<file path="config.mk">
export PLATFORM = sky130hd
export DESIGN_NAME = ro_window_counter
export DESIGN_NICKNAME = d
export VERILOG_FILES = /design/src/rtl/ro_puf_pkg.sv /design/src/rtl/ro_edge_sync.sv /design/src/rtl/ro_window_counter.sv
export SDC_FILE = /design/constraint.sdc
export NUM_CORES = 1
export LEC_CHECK = 0
export ABC_AREA = 1
export CELL_PAD_IN_SITES_DETAIL_PLACEMENT = 1
export CELL_PAD_IN_SITES_GLOBAL_PLACEMENT = 1
export CORE_MARGIN = 1
export CORE_UTILIZATION = 25
export CTS_BUF_LIST = sky130_fd_sc_hd__clkbuf_16
export DETAILED_ROUTE_END_ITERATION = 7
export GPL_TIMING_DRIVEN = 1
export HOLD_SLACK_MARGIN = 0.05
export PLACE_DENSITY_LB_ADDON = 0.1
export SLEW_MARGIN = 20
export SYNTH_ARGS = -nofsm -noshare
export SYNTH_HDL_FRONTEND = slang
export SYNTH_HIERARCHICAL = 1
export SYNTH_SLANG_ARGS = --single-unit
</file>
<file path="constraint.sdc">
create_clock -name clk -period 3 [get_ports clk]
set_input_delay 0.9 -clock clk [delete_from_list [all_inputs] [get_ports clk]]
set_output_delay 0.9 -clock clk [all_outputs]
set_load 0.01 [all_outputs]
</file>
<file path="src/rtl/ro_puf_pkg.sv">
// Shared types and constants for the RO-PUF window counter.
//   state_t : measurement FSM states
//   DEF_*   : default widths and channel count
//   ch_off  : bit offset of channel ch inside a flattened count bus
package ro_puf_pkg;

  typedef enum logic [1:0] {
    IDLE,
    ARM,
    COUNT,
    DONE
  } state_t;

  localparam int DEF_NUM_CH      = 2;
  localparam int DEF_CNT_W       = 32;
  localparam int DEF_WIN_W       = 16;
  localparam int DEF_SYNC_STAGES = 2;

  function automatic int ch_off(input int ch, input int cnt_w);
    return ch * cnt_w;
  endfunction

endpackage

</file>
<file path="src/rtl/ro_edge_sync.sv">
// Synchroniser plus rising-edge detector for one RO channel.
//   clk   : reference clock
//   reset : synchronous active-high reset
//   ro    : raw ring-oscillator output, asynchronous to clk
//   rise  : one-cycle pulse when the synchronised RO goes 0 -> 1
module ro_edge_sync #(
  parameter int SYNC_STAGES = 2
) (
  input  logic clk,
  input  logic reset,
  input  logic ro,
  output logic rise
);

  logic [SYNC_STAGES-1:0] sff;
  logic                   dly;

  always_ff @(posedge clk) begin
    if (reset) begin
      sff <= '0;
      dly <= 1'b0;
    end else begin
      sff <= {sff[SYNC_STAGES-2:0], ro};
      dly <= sff[SYNC_STAGES-1];
    end
  end

  assign rise = sff[SYNC_STAGES-1] & ~dly;

endmodule

</file>
<file path="src/rtl/ro_window_counter.sv">
// Counts rising edges of NUM_CH ring oscillators over a window of win_len
// reference clocks, latches the counts with saturation flags and produces
// a PUF response bit (count[1] > count[0]).
//   clk, reset : reference clock, synchronous active-high reset
//   start      : measurement request, honoured only when idle
//   win_len    : window length in clk cycles, sampled with start (0 ignored)
//   ro_in      : raw RO outputs
//   busy       : measurement in progress
//   done       : one-cycle strobe when results update
//   count_flat : latched counts, channel i at [i*CNT_W +: CNT_W]
//   sat        : latched per-channel saturation flags
//   resp       : latched response bit
module ro_window_counter
  import ro_puf_pkg::*;
#(
  parameter int NUM_CH      = DEF_NUM_CH,
  parameter int CNT_W       = DEF_CNT_W,
  parameter int WIN_W       = DEF_WIN_W,
  parameter int SYNC_STAGES = DEF_SYNC_STAGES
) (
  input  logic                    clk,
  input  logic                    reset,
  input  logic                    start,
  input  logic [WIN_W-1:0]        win_len,
  input  logic [NUM_CH-1:0]       ro_in,
  output logic                    busy,
  output logic                    done,
  output logic [NUM_CH*CNT_W-1:0] count_flat,
  output logic [NUM_CH-1:0]       sat,
  output logic                    resp
);

  state_t                         state;
  logic [WIN_W-1:0]               wcnt;
  logic [NUM_CH-1:0]              rise;
  logic [NUM_CH-1:0][CNT_W-1:0]   cnt, cnt_nxt, res;
  logic [NUM_CH-1:0]              wsat, wsat_nxt;

  for (genvar g = 0; g < NUM_CH; g++) begin : g_ch
    ro_edge_sync #(.SYNC_STAGES(SYNC_STAGES)) u_sync (
      .clk   (clk),
      .reset (reset),
      .ro    (ro_in[g]),
      .rise  (rise[g])
    );
    assign count_flat[ch_off(g, CNT_W) +: CNT_W] = res[g];
  end

  // Working counters advance only in COUNT; an all-ones counter holds and
  // marks the channel saturated instead of wrapping.
  always_comb begin
    cnt_nxt  = cnt;
    wsat_nxt = wsat;
    if (state == COUNT) begin
      for (int c = 0; c < NUM_CH; c++) begin
        if (rise[c]) begin
          if (&cnt[c]) wsat_nxt[c] = 1'b1;
          else         cnt_nxt[c]  = cnt[c] + CNT_W'(1);
        end
      end
    end
  end

  always_ff @(posedge clk) begin
    if (reset) begin
      state <= IDLE;
      wcnt  <= '0;
      cnt   <= '0;
      wsat  <= '0;
      busy  <= 1'b0;
      done  <= 1'b0;
      res   <= '0;
      sat   <= '0;
      resp  <= 1'b0;
    end else begin
      done <= 1'b0;
      case (state)
        IDLE: begin
          if (start && (win_len != '0)) begin
            state <= ARM;
            wcnt  <= win_len;
            cnt   <= '0;
            wsat  <= '0;
            busy  <= 1'b1;
          end
        end
        ARM: begin
          state <= COUNT;
          cnt   <= '0;
          wsat  <= '0;
        end
        COUNT: begin
          cnt  <= cnt_nxt;
          wsat <= wsat_nxt;
          wcnt <= wcnt - WIN_W'(1);
          // Last window cycle: latch using this cycle's increments too.
          if (wcnt == WIN_W'(1)) begin
            state <= DONE;
            done  <= 1'b1;
            res   <= cnt_nxt;
            sat   <= wsat_nxt;
            resp  <= (cnt_nxt[1] > cnt_nxt[0]);
          end
        end
        DONE: begin
          state <= IDLE;
          busy  <= 1'b0;
        end
        default: begin
          state <= IDLE;
          busy  <= 1'b0;
        end
      endcase
    end
  end

endmodule
</file>
Yosys cells after proc, flatten, opt, wreduce, memory -nomap -nowiden
Cells that the tools add are included.
- memory bits (writable): 0
- ROM bits: 0
- output and inout bits: 69
- latch bits: 0
- bits in registers: 159
- logic and storage cells: 65
- memories: 0
- input port bits: 21
- $add $sub $neg: 3
- $lt $le $gt $ge: 1
- eq/ne operators: 6
- multipliers: 0
- bitwise operators: 5
- divide/modulo/power cells: 0
- reductions and logical operators: 14
- mux-type cells: 21
- shift operators: 0
- operators with widths (kind ; count):
    64-bit case mux with 3 select lines ; 1
    32-bit two-way mux ; 4
    64-bit two-way mux ; 2
    32-bit by 1-bit adder with 32-bit output (second input constant) ; 2
    32-bit AND reduction ; 2
    32-bit > comparator ; 1
    16-bit case mux with 2 select lines ; 1
    16-bit by 1-bit equality test with 1-bit output (second input constant) ; 1
    16-bit two-way mux ; 1
    16-bit nonzero test ; 1
    16-bit by 1-bit subtractor with 16-bit output (second input constant) ; 1
    2-bit AND reduction ; 5
    2-bit case mux with 4 select lines ; 1
    1-bit two-way mux ; 6
    2-bit two-way mux ; 3
    2-bit case mux with 3 select lines ; 1
    2-bit equality test (second input constant) ; 2
    2-bit nonzero test ; 2
    1-bit NOT ; 3
    3-bit nonzero test ; 1
    1-bit bitwise AND ; 2
    2-bit by 1-bit equality test with 1-bit output (second input constant) ; 1
    2-bit zero test ; 1
    2-bit by 1-bit != test with 1-bit output (second input constant) ; 1
    other kinds (4) ; 4

Depth between registers and ports, before layout
Gate-level depths: netlist of run 1.
- word-level depth: 5
- gate-level depth with buffers: 23

Cells and area by module
The synthesis of run 1 kept the hierarchy.
- by module, submodules not included (module ; instances ; cells each ; area each (um2)):
    ro_window_counter ; 1 ; 1419 ; 9355.2
    ro_edge_sync ; 2 ; 10 ; 86.3

Worst setup path before layout of run 1
Ideal clock, no wire load.
- kind: reg-to-reg
- from: register state[0]
- to: register resp
- data arrival time: 2.529 ns
- buffers on the path: 1
- required time: 2.881 ns
- path slack: 0.352 ns
- cell stages (with the launch flop): 19
- cells stage by stage: dfxtp_1 inv_1 ha_1 buf_2 nand2_1 nor2_1 nand2_1 nor3_4 nand3_1 o21ai_1 nand2_1 ha_1 nand2_1 nor2_1 nand2_1 nor4_1 nand4_1 nand2_1 a21oi_1
- RTL lines (what ; line ; source):
    start, declared ; ro_window_counter.sv:33 ; state_t state;
    start signal, assigned ; ro_window_counter.sv:66 ; state <= IDLE;
    start signal, assigned ; ro_window_counter.sv:80 ; state <= ARM;
    start signal, assigned ; ro_window_counter.sv:88 ; state <= COUNT;
    end signal, assigned ; ro_window_counter.sv:102 ; resp <= (cnt_nxt[1] > cnt_nxt[0]);
    end, declared ; ro_window_counter.sv:30 ; output logic resp

==> results of run 1 <==
[layer usage]
metal  track usage, %  share of wire [%]  vias to the layer above
li1                 -                  -                     5058
met1             28.3                 52                     4750
met2             30.7                 43                      146
met3             3.14                2.9                       36
met4             6.52                2.1                        0
met5                0                  0                        -
[kinds of logic (layout without fill, tap and decap cells)]
logic type	count (synthesis)	after routing	share of synthesized area, %
flops	159	159	33.4
simple gates	676	676	31.3
buf+inv	256	494	10.6
xor+xnor	30	30	2.92
fa+ha+maj	40	40	5.25
compound gates	278	278	16.5
[power groups by stage]
| stage | Combinational [mW] | Clock (mW) | Sequential [mW] |
|---|---|---|---|
| after floorplan | 1.00 | 0 | 2.39 |
| after global placement | 1.68 | 0 | 2.41 |
| after detailed placement | 1.69 | 0 | 2.41 |
| after CTS | 1.71 | 2.19 | 2.36 |
| after global routing | 1.92 | 2.27 | 2.39 |
| final | 1.68 | 2.11 | 2.37 |
[synthesized netlist by cell type, types with 2 or more instances]
master and instances:
o21ai_1 15, clkbuf_1 35, buf_6 4, buf_2 13
and2_1 3, nor3_2 2, inv_2 3, nand3b_1 7
a21oi_2 2, xnor2_1 17, xor2_1 11, o21a_1 34
nor2_2 12, o211ai_1 4, nand3_1 67, nor3_1 16
o21bai_1 26, nand2_2 15, nand2_4 2, a31oi_1 2
nand4_1 35, nand2_1 390, nor2_4 8, a21oi_1 108
ha_1 40, or2_2 2, nor2_1 109, nand3_2 3
o21ai_0 84, dfxtp_1 159, inv_1 197
[worst max path at each step]
| stage | depth (start not counted) | start | slack, ns | end |
|---|---|---|---|---|
| final | 20 | cnt[32]$_SDFFE_PP0P_ | 0.14 | resp$_SDFFE_PP0P_ |
| after global routing | 20 | cnt[32]$_SDFFE_PP0P_ | -0.09 | resp$_SDFFE_PP0P_ |
| after CTS | 18 | state[0]$_SDFFE_PP0P_ | 0.008 | resp$_SDFFE_PP0P_ |
| after detailed placement | 18 | state[0]$_SDFFE_PP0P_ | -0.19 | resp$_SDFFE_PP0P_ |
| after global placement | 19 | state[0]$_SDFFE_PP0P_ | -0.18 | resp$_SDFFE_PP0P_ |
| after floorplan | 18 | state[0]$_SDFFE_PP0P_ | 0.35 | resp$_SDFFE_PP0P_ |
[critical path, cell delays in order (launching register included)]
cell and delay (ns):
dfxtp_2 0.34, ha_2 0.18, inv_1 0.08, nor2_4 0.15
nand2_4 0.11, nor2_4 0.12, nand3_2 0.09, buf_12 0.17
nand3_2 0.10, buf_4 0.12, nand2_1 0.05, nand2_2 0.09
inv_2 0.07, ha_4 0.27, nand4_1 0.17, nor4_4 0.26
buf_4 0.15, nand2_1 0.05, nand2_1 0.05, nand2_1 0.05
a21oi_1 0.11
[final cells by class]
class / instances / area, µm² / area share, %
timing repair buffer: 260 / 2320 / 17.6
tap: 511 / 639 / 4.86
multi-input combinational: 1024 / 5690 / 43.2
clock buffer: 17 / 425 / 3.23
inverter: 202 / 762 / 5.79
sequential: 159 / 3220 / 24.4
clock inverter: 15 / 113 / 0.856
[registers in the layout (all words and copies together) (netlist names)]
register and cells:
wsat 2, busy 1, state 2, sat 2
wcnt 16, done 1, count_flat 64, g_ch.u_sync/sff 4
resp 1, cnt 64, g_ch.u_sync/dly 2
[per-stage QoR]
step,cell area [µm²],std cells,setup TNS (ns)
floorplan,9530,1439,0
global placement,12000,2131,-0.183
detailed placement,12000,2131,-0.338
CTS,12600,2165,0
global route,13200,2188,-0.0895
finish,13200,2188,0
[repair_timing]
action                                  4_1_cts  5_1_grt
gates resized for setup                      15       87
buffers inserted                              2       23
endpoints found under the setup margin        1        1
pin swaps                                     4       36
==> summary.txt, run 1 <==
Run status
  • Status: complete, but fails checks
  • Failing checks: design-rule violations

Power and ir drop
  • Comb pwr share: 27.3%
  • Power, Total: 6.16 mW
  • Sw Ratio: 36.2%
  • Int Power: 3.93 mW
  • Reg power frac: 38.4%
  • Clock group share of total power: 34.3%
  • VDD IR max: 0.375 mV
  • NetSw: 2.23 mW
  • Power per Cell Area: 468 nW/µm²
  • LEAKAGE: 5.60 nW

Global routing
  • GRT overflow: 0
  • Initial antenna violation count: 0
  • First-pass GRT wire length: 59100 µm
  • GRT Overall Usage: 20.0%
  • Largest net degree at the start of global routing: 80
  • Vias in the first global route: 10300

Placement
  • Pre-CTS setup slack: -0.194 ns
  • GP Congestion: 0.864
  • Port Buffer Count: 89
  • HPWL after DPL: 28400 µm

Synth
  • Synth Flop Type: dfxtp_1
  • Synth warn: 6
  • Top cell type's share of synthesized area: 33.4%
  • Top cells by area, synth: dfxtp_1, nand2_1, inv_1, a21oi_1, ha_1
  • Mapped Cells: 1439
  • Distinct cells, synth: 45
  • Netlist area before placement: 9530 µm²
  • Async set or reset register ratio after synthesis: 0%
  • Syn nets: 1500
  • Area leader, netlist: dfxtp_1
  • Flop and latch count out of synthesis: 159
  • Register area share after synthesis: 33.4%
  • Post-synth EDFFs: 0
  • Mean Syn Cell Area: 6.62 µm²

Cells and area
  • Fin util: 35.0%
  • Commonest non-fill, non-tap cell in the layout: nand2_1
  • Most frequent cells in the layout: nand2_1, inv_1, buf_4
  • Final nets: 1725
  • Layout area overhead: 38.1%
  • Share of layout cells above drive strength 1: 20.3%
  • Filler cell count: 4720
  • Diode count: 0

Clocking
  • Deepest clock path buffer count: 2
  • Root buf cell: clkbuf_16
  • CTS Hold Buffers Added: 0
  • Clock Sink Count: 159
  • CTS tree: done
  • CTS Buf Count: 17
  • Worst-path clk slew: 0.07 ns
  • # H-tree levels: 4
  • Clk Latency, worst-skew pair: 0.46 ns

STA
  • Setup ws final: 0.140 ns
  • Fmax: 350 MHz
  • Final Hold Fails: 0
  • Tightest hold margin: 0.409 ns
  • Max-slew violations: 0
  • Worst slew pin tran: 0.867 ns
  • Rel. slew slack: 42.2%
  • Min Tclk post-route: 2.86 ns
  • Setup Viol. Count Final: 0
  • Tcrit/Tclk final: 95.3%
  • Clock skew after layout: 0.0146 ns

Worst setup path
  • R2R setup slack: 0.14 ns
  • CP startpoint kind: register
  • Critical Path End Type: register
  • Reg-to-reg startpoint: cnt[32]$_SDFFE_PP0P_
  • Worst Reg-to-Reg Cells: 20
  • CP Class: reg -> reg
  • R2r endpoint: resp$_SDFFE_PP0P_
  • Worst EP required: 3.39 ns
  • CP arrival: 3.25 ns
  • Crit Path Max Fanout: 18

Min path
  • Hold Crit Depth: 2
  • Hold_sp: g_ch[1].u_sync/sff[0]$_SDFF_PP0_
  • Hold Path End: g_ch[1].u_sync/sff[1]$_SDFF_PP0_
  • HP Class: reg -> reg

Detailed routing
  • Wirelength per Cell: 17.3 µm
  • Vias per inst: 4.57
  • Vias: 9990
  • First-pass DRT Iterations: 6
  • DR DRC count: 2
  • DRT iter0 DRCs: 456
  • Routed wire length: 37700 µm
  • Detail Route Antenna Nets: 0

Floorplanning
  • Die span in x: 197 µm
  • Core ar.: 37600 µm²
  • Chip height: 197 µm
  • Die footprint: 38900 µm²
  • I/O pin total: 90
  • Row count: 71
  • Starting Density: 25.4%

Run
  • Max-cap violations: 0
Power figures use the tool's default switching activity.
==> run 2: changes to the inputs <==
Settings changed: CORE_MARGIN 1 to 8, PLACE_DENSITY_LB_ADDON 0.1 to 0.08.
==> run 2 against run 1 <==
The flow now finishes without violations. Clock skew fell by 0.0025 ns. Clock power is 4% higher. Core utilization increased by 0.88 points. Critical endpoint unchanged.
==> summary.txt, run 2 (synthesis results as in run 1) <==
Run status
  • Status: finished clean

Detailed routing
  • Routed wire length: 39100 µm (+3.7%)
  • Wirelength per Cell: 17.6 µm (+2.0%)
  • Detail Route Antenna Nets: 0 (unchanged)
  • First-pass DRT Iterations: 4 (-2)
  • DRT iter0 DRCs: 500 (+9.6%)
  • Vias: 10100 (+1.6%)
  • DR DRC count: 0 (-2)
  • Vias per inst: 4.56 (about the same)

Power and ir drop
  • Reg power frac: 37.8% (-0.6 points)
  • Power per Cell Area: 464 nW/µm² (-0.89%)
  • NetSw: 2.26 mW (+1.4%)
  • LEAKAGE: 5.82 nW (+4.0%)
  • Int Power: 3.99 mW (+1.7%)
  • Power, Total: 6.26 mW (+1.6%)
  • Sw Ratio: 36.2% (-0.075 points)
  • Clock group share of total power: 35.2% (+0.9 points)
  • Comb pwr share: 27.0% (-0.3 points)
  • VDD IR max: 0.387 mV (+3.0%)

Floorplanning
  • Die span in x: 211 µm (+7.1%)
  • Chip height: 211 µm (+7.1%)
  • Starting Density: 25.4% (unchanged)
  • Core ar.: 37600 µm² (unchanged)
  • I/O pin total: 90 (unchanged)
  • Row count: 71 (unchanged)
  • Die footprint: 44600 µm² (+15%)

STA
  • Min Tclk post-route: 2.83 ns (-0.0350 ns)
  • Fmax: 354 MHz (+1.2%)
  • Worst slew pin tran: 1.06 ns (+0.196 ns)
  • Clock skew after layout: 0.0120 ns (-0.00253 ns)
  • Rel. slew slack: 29.0% (-13 points)
  • Final Hold Fails: 0 (unchanged)
  • Tcrit/Tclk final: 94.2% (-1.2 points)
  • Max-slew violations: 0 (unchanged)
  • Setup Viol. Count Final: 0 (unchanged)
  • Setup TNS Final: 0 ns (unchanged)

Clocking
  • Worst-path clk slew: 0.07 ns (about the same)
  • CTS Buf Count: 17 (unchanged)
  • # H-tree levels: 4 (unchanged)
  • Clk Latency, worst-skew pair: 0.46 ns (about the same)
  • CTS Hold Buffers Added: 0 (unchanged)
  • CTS tree: done
  • Deepest clock path buffer count: 2 (unchanged)
  • Root buf cell: clkbuf_16
  • Clock Sink Count: 159 (unchanged)

Global routing
  • First-pass GRT wire length: 60800 µm (+2.8%)
  • Largest net degree at the start of global routing: 80 (unchanged)
  • Vias in the first global route: 10400 (+1.2%)
  • Initial antenna violation count: 0 (unchanged)
  • GRT Overall Usage: 17.6% (-2.4 points)
  • GRT overflow: 0 (unchanged)

Cells and area
  • Sequential Area: 3220 µm² (unchanged)
  • Filler cell count: 4710 (-0.21%)
  • Fin area: 13500 µm² (+2.5%)
  • Final nets: 1760 (+2.0%)
  • Non-filler cells, final: 2224 (+1.6%)
  • Commonest non-fill, non-tap cell in the layout: nand2_1
  • Layout area overhead: 41.6%
  • Share of layout cells above drive strength 1: 22.5% (+2.2 points)
  • Most frequent cells in the layout: nand2_1, buf_4, inv_1
  • Area of the multi-input gates: 5760 µm² (+1.3%)

Worst setup path
  • Max incr delay on CP: 0.34 ns (about the same)
  • Crit Path Max Fanout: 8 (-10)
  • Crit path top cell by count: nand2_1
  • CP arrival: 3.21 ns (-0.04 ns)
  • Critical Path End Type: register
  • CP Class: reg -> reg
  • Worst Reg-to-Reg Cells: 22 (+10%)
  • CP startpoint kind: register
  • CP cell instances: ha_2 -> inv_2 -> nor2_4 -> nand2_4 -> nor2_4 -> nand3_4 -> buf_12 -> buf_4 -> nand2_1 -> xnor2_2 -> inv_1 -> ha_1 -> nand2_1 -> inv_1 -> nand3_2 -> nor3_2 -> nand2_1 -> nand2_1 -> nand2_1 -> nand2_1 -> nand2_1 -> a21oi_1
  • Slowest stage cell, crit path: dfxtp_2
  • R2R setup slack: 0.17 ns (+0.03 ns)
  • Worst EP required: 3.39 ns (about the same)

Run
  • Max-cap violations: 0 (unchanged)

Placement
  • HPWL after DPL: 29400 µm (+3.4%)
  • Placed cell area: 12300 µm² (+1.8%)
  • Port Buffer Count: 89 (unchanged)
  • GP Congestion: 0.824 (-4.7%)
  • Placed cell count: 2165 (+1.6%)

Min path
  • HP Class: reg -> reg
  • Hold Crit Depth: 2 (unchanged)
## run 2: power groups by stage
stage,combinational [mW],sequential (mW),clock (mW)
3_5_place_dp,1.68,2.40,0
5_1_grt,1.90,2.38,2.34
2_1_floorplan,1.00,2.39,0
3_3_place_gp,1.67,2.40,0
6_report,1.69,2.36,2.20
4_1_cts,1.72,2.36,2.28
## run 2: cell type report
class                   count  area share [%]
repair buffers            295            18.9
multi-input cells        1024            42.7
clock inverters            15            1.04
inverters                 202            5.66
flip-flops and latches    159            23.8
clock buffers              17            3.15
well taps                 511            4.74
diodes                      1          0.0186
## run 2: what timing repair did
item / 4_1_cts / 5_1_grt
gates resized for setup: 16 / 107
buffers inserted: 2 / 23
cloned: 0 / 1
pin swaps: 2 / 38
endpoints found under the setup margin: 1 / 1
## run 2: final timing paths
kind,from,endpoint
max,cnt[0]$_SDFFE_PP0P_,resp$_SDFFE_PP0P_
min,g_ch[0].u_sync/sff[0]$_SDFF_PP0_,g_ch[0].u_sync/sff[1]$_SDFF_PP0_
max reg2reg,cnt[0]$_SDFFE_PP0P_,resp$_SDFFE_PP0P_
min reg2reg,g_ch[0].u_sync/sff[0]$_SDFF_PP0_,g_ch[0].u_sync/sff[1]$_SDFF_PP0_
## run 2: routing by layer
layer	GRT usage [%]	part of all wire [%]
met3	3.19	3.8
met4	4.83	1.5
met2	27.9	44
met1	24.1	50
met5	0	0
## run 2: critical path: cells and delay by family (launching register included)
kind	cells	cell delay [ns]
simple gates	13	1.20
buf+inv	5	0.51
fa+ha+maj	2	0.45
flops	1	0.34
xor+xnor	1	0.15
compound gates	1	0.11
## run 2: metrics by stage
stage               hold slack (ns)  util [%]  setup slack, ns
finish                        0.411      35.9            0.175
global route                  0.459      35.9          -0.0324
CTS                           0.416      34.3          0.00181
detailed placement            0.400      32.6           -0.136
global placement              0.414      32.6           -0.110
floorplan                     0.388         -            0.352
==> run 3: changes to the inputs <==
Settings changed: GPL_TIMING_DRIVEN 1 to not set.
==> results of run 3 <==
Same layout as run 2: the final DEF is identical, and so are final timing and power.
